==> config.mk <==
export PLATFORM = sky130hd
export DESIGN_NAME = spi_master_n
export DESIGN_NICKNAME = d
export VERILOG_FILES = /design/src/rtl/spi_master_n_pkg.sv /design/src/rtl/spi_shift_reg.sv /design/src/rtl/spi_master_n.sv
export SDC_FILE = /design/constraint.sdc
export NUM_CORES = 1
export LEC_CHECK = 0
export CAP_MARGIN = 20
export CORE_UTILIZATION = 43
export CTS_BUF_LIST = sky130_fd_sc_hd__clkbuf_4
export DETAILED_ROUTE_END_ITERATION = 8
export GPL_TIMING_DRIVEN = 0
export RECOVER_POWER = 50
export SKIP_CTS_REPAIR_TIMING = 1
export SLEW_MARGIN = 20
export SYNTH_ARGS = -nofsm -noshare
export SYNTH_HDL_FRONTEND = slang
export SYNTH_HIERARCHICAL = 1
export SYNTH_SLANG_ARGS = --single-unit
==> constraint.sdc <==
create_clock -name CLK -period 6.15 [get_ports CLK]
set_input_delay 0.9225 -clock CLK [delete_from_list [all_inputs] [get_ports CLK]]
set_output_delay 0.9225 -clock CLK [all_outputs]
set_load 0.02 [all_outputs]
==> src/rtl/spi_master_n_pkg.sv <==
// rtl/spi_master_n_pkg.sv - shared constants and FSM states for the SPI master
package spi_master_n_pkg;

  localparam logic [1:0] RSEL_SPDAT = 2'd0;
  localparam logic [1:0] RSEL_SPCON = 2'd1;
  localparam logic [1:0] RSEL_SPSTA = 2'd2;
  localparam logic [1:0] RSEL_SPDIV = 2'd3;

  localparam int SPCON_SPEN = 0;
  localparam int SPCON_CPOL = 1;
  localparam int SPCON_CPHA = 2;
  localparam int SPCON_LSBF = 3;
  localparam int SPCON_SPIE = 4;
  localparam int SPCON_W    = 5;

  localparam int SPSTA_SPIF = 0;
  localparam int SPSTA_WCOL = 1;
  localparam int SPSTA_BUSY = 2;

  typedef enum logic [1:0] {
    ST_IDLE  = 2'd0,
    ST_LEAD  = 2'd1,
    ST_SHIFT = 2'd2,
    ST_TRAIL = 2'd3
  } state_e;

endpackage

==> src/rtl/spi_shift_reg.sv <==
// rtl/spi_shift_reg.sv - bidirectional shift register with parallel load
// ser_o is the bit currently at the outgoing end; serial data enters at the opposite end.
module spi_shift_reg #(
  parameter int DATA_W = 8
) (
  input  logic              clk_i,
  input  logic              rst_n_i,
  input  logic              load_i,
  input  logic [DATA_W-1:0] load_data_i,
  input  logic              shift_i,
  input  logic              lsbf_i,
  input  logic              ser_i,
  output logic              ser_o,
  output logic [DATA_W-1:0] par_o
);

  logic [DATA_W-1:0] sr_q;
  logic [DATA_W-1:0] sr_d;

  always_comb begin
    sr_d = sr_q;
    if (load_i) begin
      sr_d = load_data_i;
    end else if (shift_i) begin
      sr_d = lsbf_i ? {ser_i, sr_q[DATA_W-1:1]} : {sr_q[DATA_W-2:0], ser_i};
    end
  end

  always_ff @(posedge clk_i or negedge rst_n_i) begin
    if (!rst_n_i) begin
      sr_q <= '0;
    end else begin
      sr_q <= sr_d;
    end
  end

  assign ser_o = lsbf_i ? sr_q[0] : sr_q[DATA_W-1];
  assign par_o = sr_q;

endmodule

==> src/rtl/spi_master_n.sv <==
// rtl/spi_master_n.sv - SPI master with SPDAT/SPCON/SPSTA/SPDIV CPU registers
// Mode bits and divider are latched at transfer start; only SPEN can disturb a running transfer.
module spi_master_n
  import spi_master_n_pkg::*;
#(
  parameter int DATA_W = 8,
  parameter int DIV_W  = 8
) (
  input  logic              CLK,
  input  logic              RST_N,
  input  logic [DATA_W-1:0] DI,
  output logic [DATA_W-1:0] DO,
  input  logic [1:0]        RSEL,
  input  logic              WR,
  input  logic              RD,
  output logic              SCLK,
  output logic              MOSI,
  output logic              SS_N,
  input  logic              MISO,
  output logic              IRQ
);

  localparam int EDGE_W = $clog2(2 * DATA_W + 1);
  localparam logic [EDGE_W-1:0] LAST_EDGE = EDGE_W'(2 * DATA_W - 1);

  state_e              state_q, state_d;
  logic [DATA_W-1:0]   spdat_q, spdat_d;
  logic [SPCON_W-1:0]  spcon_q, spcon_d;
  logic [DIV_W-1:0]    spdiv_q, spdiv_d;
  logic                spif_q, spif_d;
  logic                wcol_q, wcol_d;
  logic                sclk_q, sclk_d;
  logic                mosi_q, mosi_d;
  logic                ss_n_q, ss_n_d;
  logic [DIV_W-1:0]    div_cnt_q, div_cnt_d;
  logic [EDGE_W-1:0]   edge_cnt_q, edge_cnt_d;
  logic [DIV_W-1:0]    div_l_q, div_l_d;
  logic                cpha_l_q, cpha_l_d;
  logic                lsbf_l_q, lsbf_l_d;

  logic                busy, tick, abort;
  logic                wr_dat, wr_con, wr_sta, wr_div, rd_dat;
  logic                set_spif, set_wcol;
  logic                sr_load, sr_shift, sr_out;
  logic [DATA_W-1:0]   sr_par;

  assign busy   = (state_q != ST_IDLE);
  assign tick   = (div_cnt_q == div_l_q);
  assign wr_dat = WR && (RSEL == RSEL_SPDAT);
  assign wr_con = WR && (RSEL == RSEL_SPCON);
  assign wr_sta = WR && (RSEL == RSEL_SPSTA);
  assign wr_div = WR && (RSEL == RSEL_SPDIV);
  assign rd_dat = RD && (RSEL == RSEL_SPDAT);
  assign abort  = busy && wr_con && !DI[SPCON_SPEN];

  spi_shift_reg #(
    .DATA_W(DATA_W)
  ) u_shift (
    .clk_i      (CLK),
    .rst_n_i    (RST_N),
    .load_i     (sr_load),
    .load_data_i(DI),
    .shift_i    (sr_shift),
    .lsbf_i     (lsbf_l_q),
    .ser_i      (MISO),
    .ser_o      (sr_out),
    .par_o      (sr_par)
  );

  always_comb begin
    state_d    = state_q;
    spdat_d    = spdat_q;
    spcon_d    = spcon_q;
    spdiv_d    = spdiv_q;
    sclk_d     = sclk_q;
    mosi_d     = mosi_q;
    ss_n_d     = ss_n_q;
    div_cnt_d  = div_cnt_q;
    edge_cnt_d = edge_cnt_q;
    div_l_d    = div_l_q;
    cpha_l_d   = cpha_l_q;
    lsbf_l_d   = lsbf_l_q;
    sr_load    = 1'b0;
    sr_shift   = 1'b0;
    set_spif   = 1'b0;
    set_wcol   = wr_dat && busy;

    if (wr_con) spcon_d = DI[SPCON_W-1:0];
    if (wr_div) spdiv_d = DIV_W'(DI);

    case (state_q)
      ST_IDLE: begin
        sclk_d = spcon_q[SPCON_CPOL];
        mosi_d = 1'b0;
        if (wr_dat) begin
          if (spcon_q[SPCON_SPEN]) begin
            state_d   = ST_LEAD;
            sr_load   = 1'b1;
            ss_n_d    = 1'b0;
            div_cnt_d = '0;
            div_l_d   = spdiv_q;
            cpha_l_d  = spcon_q[SPCON_CPHA];
            lsbf_l_d  = spcon_q[SPCON_LSBF];
            mosi_d    = spcon_q[SPCON_LSBF] ? DI[0] : DI[DATA_W-1];
          end else begin
            spdat_d = DI;
          end
        end
      end
      ST_LEAD: begin
        if (tick) begin
          state_d    = ST_SHIFT;
          div_cnt_d  = '0;
          edge_cnt_d = '0;
        end else begin
          div_cnt_d = div_cnt_q + 1'b1;
        end
      end
      ST_SHIFT: begin
        if (tick) begin
          div_cnt_d  = '0;
          sclk_d     = !sclk_q;
          edge_cnt_d = edge_cnt_q + 1'b1;
          // edge_cnt_q even means this is an odd (1-based) toggle
          if (edge_cnt_q[0] == cpha_l_q) begin
            sr_shift = 1'b1;
          end else begin
            mosi_d = sr_out;
          end
          if (edge_cnt_q == LAST_EDGE) state_d = ST_TRAIL;
        end else begin
          div_cnt_d = div_cnt_q + 1'b1;
        end
      end
      ST_TRAIL: begin
        if (tick) begin
          state_d  = ST_IDLE;
          ss_n_d   = 1'b1;
          mosi_d   = 1'b0;
          set_spif = 1'b1;
          spdat_d  = sr_par;
        end else begin
          div_cnt_d = div_cnt_q + 1'b1;
        end
      end
      default: state_d = ST_IDLE;
    endcase

    if (abort) begin
      state_d  = ST_IDLE;
      ss_n_d   = 1'b1;
      sclk_d   = DI[SPCON_CPOL];
      mosi_d   = 1'b0;
      set_spif = 1'b0;
      spdat_d  = spdat_q;
      sr_shift = 1'b0;
    end
  end

  assign spif_d = set_spif || (spif_q && !(rd_dat || (wr_sta && DI[SPSTA_SPIF])));
  assign wcol_d = set_wcol || (wcol_q && !(wr_sta && DI[SPSTA_WCOL]));

  always_ff @(posedge CLK or negedge RST_N) begin
    if (!RST_N) begin
      state_q    <= ST_IDLE;
      spdat_q    <= '0;
      spcon_q    <= '0;
      spdiv_q    <= '0;
      spif_q     <= 1'b0;
      wcol_q     <= 1'b0;
      sclk_q     <= 1'b0;
      mosi_q     <= 1'b0;
      ss_n_q     <= 1'b1;
      div_cnt_q  <= '0;
      edge_cnt_q <= '0;
      div_l_q    <= '0;
      cpha_l_q   <= 1'b0;
      lsbf_l_q   <= 1'b0;
    end else begin
      state_q    <= state_d;
      spdat_q    <= spdat_d;
      spcon_q    <= spcon_d;
      spdiv_q    <= spdiv_d;
      spif_q     <= spif_d;
      wcol_q     <= wcol_d;
      sclk_q     <= sclk_d;
      mosi_q     <= mosi_d;
      ss_n_q     <= ss_n_d;
      div_cnt_q  <= div_cnt_d;
      edge_cnt_q <= edge_cnt_d;
      div_l_q    <= div_l_d;
      cpha_l_q   <= cpha_l_d;
      lsbf_l_q   <= lsbf_l_d;
    end
  end

  always_comb begin
    DO = '0;
    case (RSEL)
      RSEL_SPDAT: DO = spdat_q;
      RSEL_SPCON: DO = DATA_W'(spcon_q);
      RSEL_SPSTA: DO = DATA_W'({busy, wcol_q, spif_q});
      RSEL_SPDIV: DO = DATA_W'(spdiv_q);
      default:    DO = '0;
    endcase
  end

  assign SCLK = sclk_q;
  assign MOSI = mosi_q;
  assign SS_N = ss_n_q;
  assign IRQ  = spcon_q[SPCON_SPIE] && spif_q;

endmodule

==> results of run 1 <==
==> final cells by class <==
| type | instances | area [um^2] |
|---|---|---|
| Sequential cell | 59 | 1480 |
| Multi-Input combinational cell | 209 | 1720 |
| Tap cell | 99 | 124 |
| Clock buffer | 11 | 82.6 |
| Buffer | 13 | 76.3 |
| Inverter | 8 | 30.0 |
| Timing Repair Buffer | 27 | 258 |
| Clock inverter | 5 | 101 |
| Fill cell | 632 | 3470 |
==> path summary, 6_finish.rpt <==
kind | startpoint | end | slack, ns
worst max-delay path | RSEL[1] | DO[3] | 2.19
worst min-delay path | RST_N | edge_cnt_q[2] | 0.46
worst max register to register | div_cnt_q[5] | u_shift/par_o[5] | 3.52
worst min register to register | edge_cnt_q[4] | edge_cnt_q[4] | 0.49
max in group asynchronous | RST_N | cpha_l_q | 2.78
min in group CLK | edge_cnt_q[4] | edge_cnt_q[4] | 0.49
==> layer usage <==
metal / GRT usage (%) / share of wire [%] / vias up
li1: - / - / 1150
met3: 2.71 / 3.7 / 14
met1: 29.4 / 49 / 1153
met2: 30.4 / 45 / 62
met4: 10.9 / 2.4 / 0
met5: 0 / 0 / -
==> cells in the mapped netlist, types with 3 or more instances <==
| cell | instances |
|---|---|
| a21o_1 | 3 |
| a21oi_1 | 3 |
| a22o_1 | 7 |
| a22oi_1 | 5 |
| a32o_1 | 4 |
| buf_2 | 5 |
| buf_6 | 3 |
| clkbuf_1 | 5 |
| dfrtp_1 | 58 |
| ha_1 | 7 |
| inv_1 | 8 |
| mux2_2 | 40 |
| mux2i_1 | 12 |
| mux4_2 | 3 |
| nand2_1 | 24 |
| nand2b_1 | 3 |
| nand3_1 | 7 |
| nand4_1 | 3 |
| nor2_1 | 12 |
| nor3_1 | 4 |
| o211ai_1 | 9 |
| o21ai_0 | 18 |
| or3b_2 | 6 |
| xnor2_1 | 8 |
==> state kept, by name, summed over array words and instances, names as in the netlist <==
name	count
div_l_q	8
wcol_q	1
cpha_l_q	1
div_cnt_q	8
spdiv_q	8
SCLK	1
u_shift/par_o	8
state_q	2
lsbf_l_q	1
SS_N	1
spdat_q	8
edge_cnt_q	5
spif_q	1
spcon_q	5
MOSI	1
==> worst max-delay path, delay by kind of cell <==
kind	cells	cell delay, ns
simple gates	1	0.33
compound gates	1	0.17
buf+inv	3	1.61
==> stage by stage <==
stage               std cells  setup slack (ns)  util (%)  hold slack (ns)  instance area (um^2)
finish                    431              2.19      52.7            0.456                  3860
floorplan                 289              3.51         -            0.450                  3310
global route              431              2.07      52.7            0.478                  3860
detailed placement        415              2.21      50.7            0.477                  3720
global placement          414              2.16      50.4            0.470                  3690
CTS                       431              2.19      53.2            0.313                  3900
==> placed cells by master (no fill, tap or decap), types with 3 or more instances in the layout <==
cell type and count:
a21oi_1 3, a32o_1 4, nand2b_1 3, o211ai_1 9
xnor2_1 8, dfrtp_1 58, mux2_2 40, buf_6 3
nor2_1 12, clkbuf_1 8, mux2i_1 12, bufinv_16 3
a22oi_1 5, nor3_1 3, buf_2 4, nand2_1 24
inv_1 8, ha_1 7, o21ai_0 18, nand4_1 3
or3b_2 6, clkbuf_4 11, a21o_1 3, mux4_2 3
nand3_1 7, clkdlybuf4s50_1 24, a22o_1 7
==> where the power goes <==
group          internal (mW)  total (mW)  switching [mW]
clock                  0.214       0.366           0.152
sequential             0.516       0.621           0.105
combinational          0.345       0.693           0.347
==> kinds of logic after synthesis <==
| group | Yosys count | share of synthesized area (%) |
|---|---|---|
| AO/OA/AOI/OAI | 63 | 15.2 |
| XOR/XNOR | 9 | 2.38 |
| adder cells (fa/ha/maj) | 7 | 2.65 |
| buffers and inverters | 21 | 3.25 |
| flip-flops | 59 | 44.7 |
| multiplexers | 55 | 19.3 |
| AND/OR/NAND/NOR | 75 | 12.6 |
==> run metrics, run 1 <==
Leak=1.60 nW; largest net degree at the start of global routing=51; Netlist cell types=48; Synth top area share=43.9%; total negative slack=0 ns; DPL Wire Length=5430 um; Via Count=2379; cells along the critical path=clkdlybuf4s50_1 > clkbuf_1 > and2_0 > o2bb2ai_1 > clkdlybuf4s50_1; CTS Sinks=59; vias in the first global route=2433; Yosys reg bits=59; Synth Cell Area=3310 um^2; max-slew violations=51; worst reg-to-reg path cell count=8; Post-synth EDFFs=0; yosys warns=6; Primary FF master, synth=dfrtp_1; CTS Buffer Depth=2; Final Cycle Share=64.4%; failing checks=capacitance limit, slew limit; first-pass GRT wire length=12900 um; FFs w/ async S/R, synth=100%; top cell type by total area after synthesis=dfrtp_1; Core Footprint=7330 um^2; Die Span X=89.7 um; status=complete, but fails checks; Peak VDD IR=168 uV; Synth area leaders=dfrtp_1 44%, mux2_2 14%, mux2i_1 3.6%, o21ai_0 2.7%, nand2_1 2.7%; layout cells sized above 1=25.3%; CTS H-tree depth=3; clk slew on worst S/H paths=0.11 ns; chip height=89.7 um; Via density=5.52; CTS Buf Count=9; gpl congestion=0.751; final WL=7600 um; nets@finish=349; worst min path class=in -> async; Clock Skew=0.00864 ns; port buffer count=26; kind of critical path=in -> out; I/O Pins=27; Synth Instances=289; Max-Cap Viols=1; Final min period=3.96 ns; critical path endpoint category=output port; die area=8050 um^2; arrival time at the worst endpoint=3.04 ns; root buffer cell=clkbuf_4; First-pass DRT Iterations=4; worst skew pair latency=0.40 ns; crit start category=input pin; Synthesized Nets=311; unrepaired setup endpoints after global routing=no; Worst Path Required=5.23 ns; Post-route DRC=0; Final Hold Fails=0; CTS tree=built; Avg Synthesized Cell Area=11.4 um^2; Routed WL per cell=17.6 um; Final setup viols=0; Max Freq=252 MHz; area grow syn2layout=16.8%; Worst Path Max Fanout=10; grt total ovfl=0; most used cell, CP=clkdlybuf4s50_1; antenna violations before repair=0; Row Count=31; cell area power density=435 nW/um^2; diode count=0; DRT antenna net count=0; GRT Total Usage=20.6%; CP max stage delay=0.63 ns; Initial Utilization=45.1%; Worst Tran Pin Value=2.69 ns; Seq/Total Area, Yosys=44.7%; slew margin rel.=-79.1%; Worst path slowest cell=clkdlybuf4s50_1; initial DRC count=127; Pwr Total=1.68 mW
(Power assumes the default switching activity.)
==> run 2, diff against run 1 <==
==> constraint.sdc (replaced) <==
create_clock -name CLK -period 3.36 [get_ports CLK]
set_input_delay 0.504 -clock CLK [delete_from_list [all_inputs] [get_ports CLK]]
set_output_delay 0.504 -clock CLK [all_outputs]
set_load 0.02 [all_outputs]
==> run metrics, run 2 (same netlist as run 1, synthesis figures left out) <==
status=finished clean; clk slew on worst S/H paths=0.11 ns; Post-route DRC=0; critical path endpoint category=output port; area grow syn2layout=17.1%; Row Count=31; I/O Pins=27; Final min period=3.12 ns; Worst Tran Pin Value=1.24 ns; Via Count=2378; worst reg-to-reg path cell count=8; Reg2Reg Capture Point=u_shift/par_o[5]; reg2reg setup slack=0.70 ns; Post-Layout Inst Area=3870 um^2; Core Footprint=7330 um^2; CTS Buffer Depth=2; worst skew pair latency=0.40 ns; die area=8050 um^2; max-slew violations=0; Hold EP=edge_cnt_q[4]; worst hold slack=0.494 ns; Max Freq=320 MHz; hold_sp=edge_cnt_q[4]; DRT antenna net count=0; chip height=89.7 um; Worst Path Required=2.86 ns; Initial Utilization=45.1%; DPL Wire Length=5430 um; CP max stage delay=0.63 ns; port buffer count=26; First-pass DRT Iterations=4; fillers=633; vias in the first global route=2433; Hold Path Depth=2; CTS tree=built; CTS Buf Count=9; root buffer cell=clkbuf_4; kind of critical path=in -> out; Final setup viols=0; Pwr Total=3.07 mW; final WL=7580 um; Multi-input gate area=1720 um^2; slew margin rel.=17.1%; most frequent cells in the layout=58 x dfrtp_1, 40 x mux2_2, 24 x nand2_1, 24 x clkdlybuf4s50_1, 18 x o21ai_0; Final Cycle Share=93.0%; worst min path class=reg -> reg; most used cell, CP=clkdlybuf4s50_1; grt total ovfl=0; Clock Skew=0.00811 ns; CTS H-tree depth=3; first-pass GRT wire length=12900 um; diode count=0; layout cells sized above 1=25.9%; FF/Latch Area=1480 um^2; worst flop-to-flop path startpoint=div_cnt_q[5]; antenna violations before repair=0; Via density=5.52; Worst path slowest cell=clkdlybuf4s50_1; unrepaired setup endpoints after global routing=no; gpl congestion=0.751; Peak VDD IR=308 uV; Final Hold Fails=0; largest net degree at the start of global routing=51; nets@finish=349; Leak=1.60 nW; Placed Area=3720 um^2; crit start category=input pin; Die Span X=89.7 um; initial DRC count=109; total negative slack=0 ns; Max-Cap Viols=0; commonest non-fill, non-tap cell in the layout=dfrtp_1; CTS Sinks=59; Final Util=52.8%; Routed WL per cell=17.6 um; arrival time at the worst endpoint=2.62 ns; cells along the critical path=clkdlybuf4s50_1 > clkbuf_1 > and2_0 > o2bb2ai_1 > clkdlybuf4s50_1; Worst Path Max Fanout=10; cell area power density=793 nW/um^2; GRT Total Usage=20.6%
run 2: cell types whose count changed in the layout (fill, tap and decap cells not counted), sizes merged:
cell / previous run / this run
buf: 7 / 8
clkbuf: 19 / 17
dlygate4sd3: 1 / 2
run 2: worst max-delay path, delay by kind of cell:
family / cells / cell delay, ns
simple gates: 1 / 0.33
buf+inv: 3 / 1.61
compound gates: 1 / 0.17
run 2: layer usage:
layer  track usage, %  wire length [um]  part of all wire [%]  up-vias
met5                0                 0                     0        -
met4             10.9               178                   2.3        0
met3             2.71               290                   3.8       12
met2             30.4              3440                    45       57
met1             29.4              3680                    48     1155
li1                 -                 -                     -     1154
run 2: worst max path at each step:
stage	startpoint	to	slack (ns)	depth (start not counted)
after floorplan	div_cnt_q[3]	u_shift/par_o[0]	1.25	8
after global placement	RST_N	u_shift/par_o[5]	-0.21	1
after detailed placement	RSEL[1]	DO[3]	0.25	5
after CTS	state_q[1]	DO[2]	0.10	6
after global routing	state_q[1]	DO[2]	0.09	5
final	RSEL[1]	DO[3]	0.24	5
run 2: final cells by class:
| class | count | share of cell area (%) |
|---|---|---|
| multi-input cells | 209 | 44.3 |
| flip-flops and latches | 59 | 38.1 |
| repair buffers | 28 | 6.94 |
| well taps | 99 | 3.20 |
| clock inverters | 5 | 2.62 |
| clock buffers | 11 | 2.13 |
| plain buffers | 12 | 1.91 |
| inverters | 8 | 0.775 |
run 2: power by group:
group	switching (mW)	internal, mW	total (mW)
Clock	0.278	0.392	0.670
Sequential	0.191	0.944	1.14
Combinational	0.633	0.636	1.27
run 2: through the flow:
step,cells,setup slack [ns]
finish,431,0.236
global route,431,0.0899
detailed placement,415,0.252
floorplan,289,1.25
CTS,431,0.102
global placement,414,-0.208
==> run 3, diff against run 2 <==
--- a/config.mk
+++ b/config.mk
@@ -6,7 +6,7 @@
 export NUM_CORES = 1
 export LEC_CHECK = 0
 export CAP_MARGIN = 20
-export CORE_UTILIZATION = 43
+export CORE_UTILIZATION = 30
 export CTS_BUF_LIST = sky130_fd_sc_hd__clkbuf_4
 export DETAILED_ROUTE_END_ITERATION = 8
 export GPL_TIMING_DRIVEN = 0
==> constraint.sdc (replaced) <==
create_clock -name CLK -period 3.08 [get_ports CLK]
set_input_delay 0.462 -clock CLK [delete_from_list [all_inputs] [get_ports CLK]]
set_output_delay 0.462 -clock CLK [all_outputs]
set_load 0.02 [all_outputs]
==> run metrics, run 3 (same netlist as run 1, synthesis figures left out) <==
most frequent cells in the layout=58 x dfrtp_1, 40 x mux2_2, 24 x nand2_1, 24 x clkdlybuf4s50_1, 18 x o21ai_0; port buffer count=26; unrepaired setup endpoints after global routing=no; Final setup viols=0; Leak=1.58 nW; GRT busiest layer=met2; Via Count=2443; slew margin rel.=21.6%; dpl ws=0.0408 ns; CTS tree=built; initial DRC count=133; area grow syn2layout=17.2%; CTS Sinks=59; Final min period=2.95 ns; worst skew pair latency=0.40 ns; met2 Track Usage GR=21.7%; cell area power density=824 nW/um^2; max-slew violations=0; gpl congestion=0.824; die area=11500 um^2; I/O Pins=27; worst min path class=reg -> reg; vias in the first global route=2445; Worst Path Max Fanout=8; Multi-input gate area=1720 um^2; Final Util=36.9%; kind of critical path=reg -> out; Clock Skew=0.0116 ns; diode count=0; critical path endpoint category=output port; GRT Total Usage=14.4%; GR Layer Usage met3=3.89%; Row Count=37; commonest non-fill, non-tap cell in the layout=dfrtp_1; largest net degree at the start of global routing=47; CTS Buf Count=9; CTS H-tree depth=3; Final Hold Fails=0; Peak VDD IR=263 uV; DRT antenna net count=0; clk slew on worst S/H paths=0.11 ns; FF/Latch Area=1480 um^2; Max Freq=339 MHz; Final Cycle Share=95.7%; root buffer cell=clkbuf_4; met1 usage=20.8%; antenna violations before repair=0; setup slack after layout=0.132 ns; Die Span X=107 um; fillers=1056; Via density=5.22; grt total ovfl=0; First-pass DRT Iterations=4; arrival time at the worst endpoint=2.49 ns; Worst Path Required=2.62 ns; status=finished clean; first-pass GRT wire length=12800 um; Initial Utilization=31.5%; final WL=7780 um; Max-Cap Viols=0; Post-route DRC=0; Routed WL per cell=16.6 um; chip height=107 um; layout cells sized above 1=26.8%; Core Footprint=10500 um^2; DPL Wire Length=5630 um; CTS Buffer Depth=2; crit start category=flip-flop; Worst Tran Pin Value=1.18 ns; nets@finish=349
## run 3: critical path, stage by stage, from the launching register on
cell             delay [ns]
dfrtp_1                0.42
inv_1                  0.11
ha_2                   0.32
inv_1                  0.17
mux4_2                 0.52
clkdlybuf4s50_1        0.55
## run 3: per-stage QoR
stage               total power [mW]  TNS (ns)  instances  cell area [um^2]  hold WS (ns)
CTS                             3.22    -0.192        468              3900       -0.0999
global route                    3.40         0        468              3880         0.545
global placement                2.61    -24.56        451              3740         0.469
finish                          3.19         0        468              3880         0.508
floorplan                       2.24         0        289              3310         0.166
detailed placement              2.66         0        452              3760         0.338
## run 3: where the power goes
part	internal, mW	switching [mW]
Combinational	0.699	0.699
Clock	0.244	0.301
Sequential	1.03	0.222
Total	1.97	1.22
## run 3: cell type report
type                       count  share of cell area, %
tap                          136                   4.39
clock buffer                   9                   1.74
timing repair buffer          28                   6.94
multi-input combinational    209                   44.3
inverter                       8                  0.775
buffer                        12                   1.94
clock inverter                 7                   1.78
sequential                    59                   38.1
## run 3: path summary, 6_finish.rpt
check | from | end | slack (ns) | cells past startpoint
min reg2reg | edge_cnt_q[4] | edge_cnt_q[4] | 0.51 | 2
min in group asynchronous | RST_N | MOSI | 0.65 | 2
max | state_q[1] | DO[2] | 0.13 | 5
max reg2reg | div_cnt_q[5] | u_shift/par_o[6] | 0.43 | 8
max in group asynchronous | RST_N | div_l_q[6] | 0.81 | 3
min | edge_cnt_q[4] | edge_cnt_q[4] | 0.51 | 2
## run 3: metal layers
metal | wire, um | vias up | part of all wire (%)
li1 | - | 1146 | -
met1 | 3840 | 1248 | 49
met2 | 3600 | 47 | 46
met3 | 315 | 2 | 4.1
met4 | 21 | 0 | 0.27
met5 | 0 | - | 0
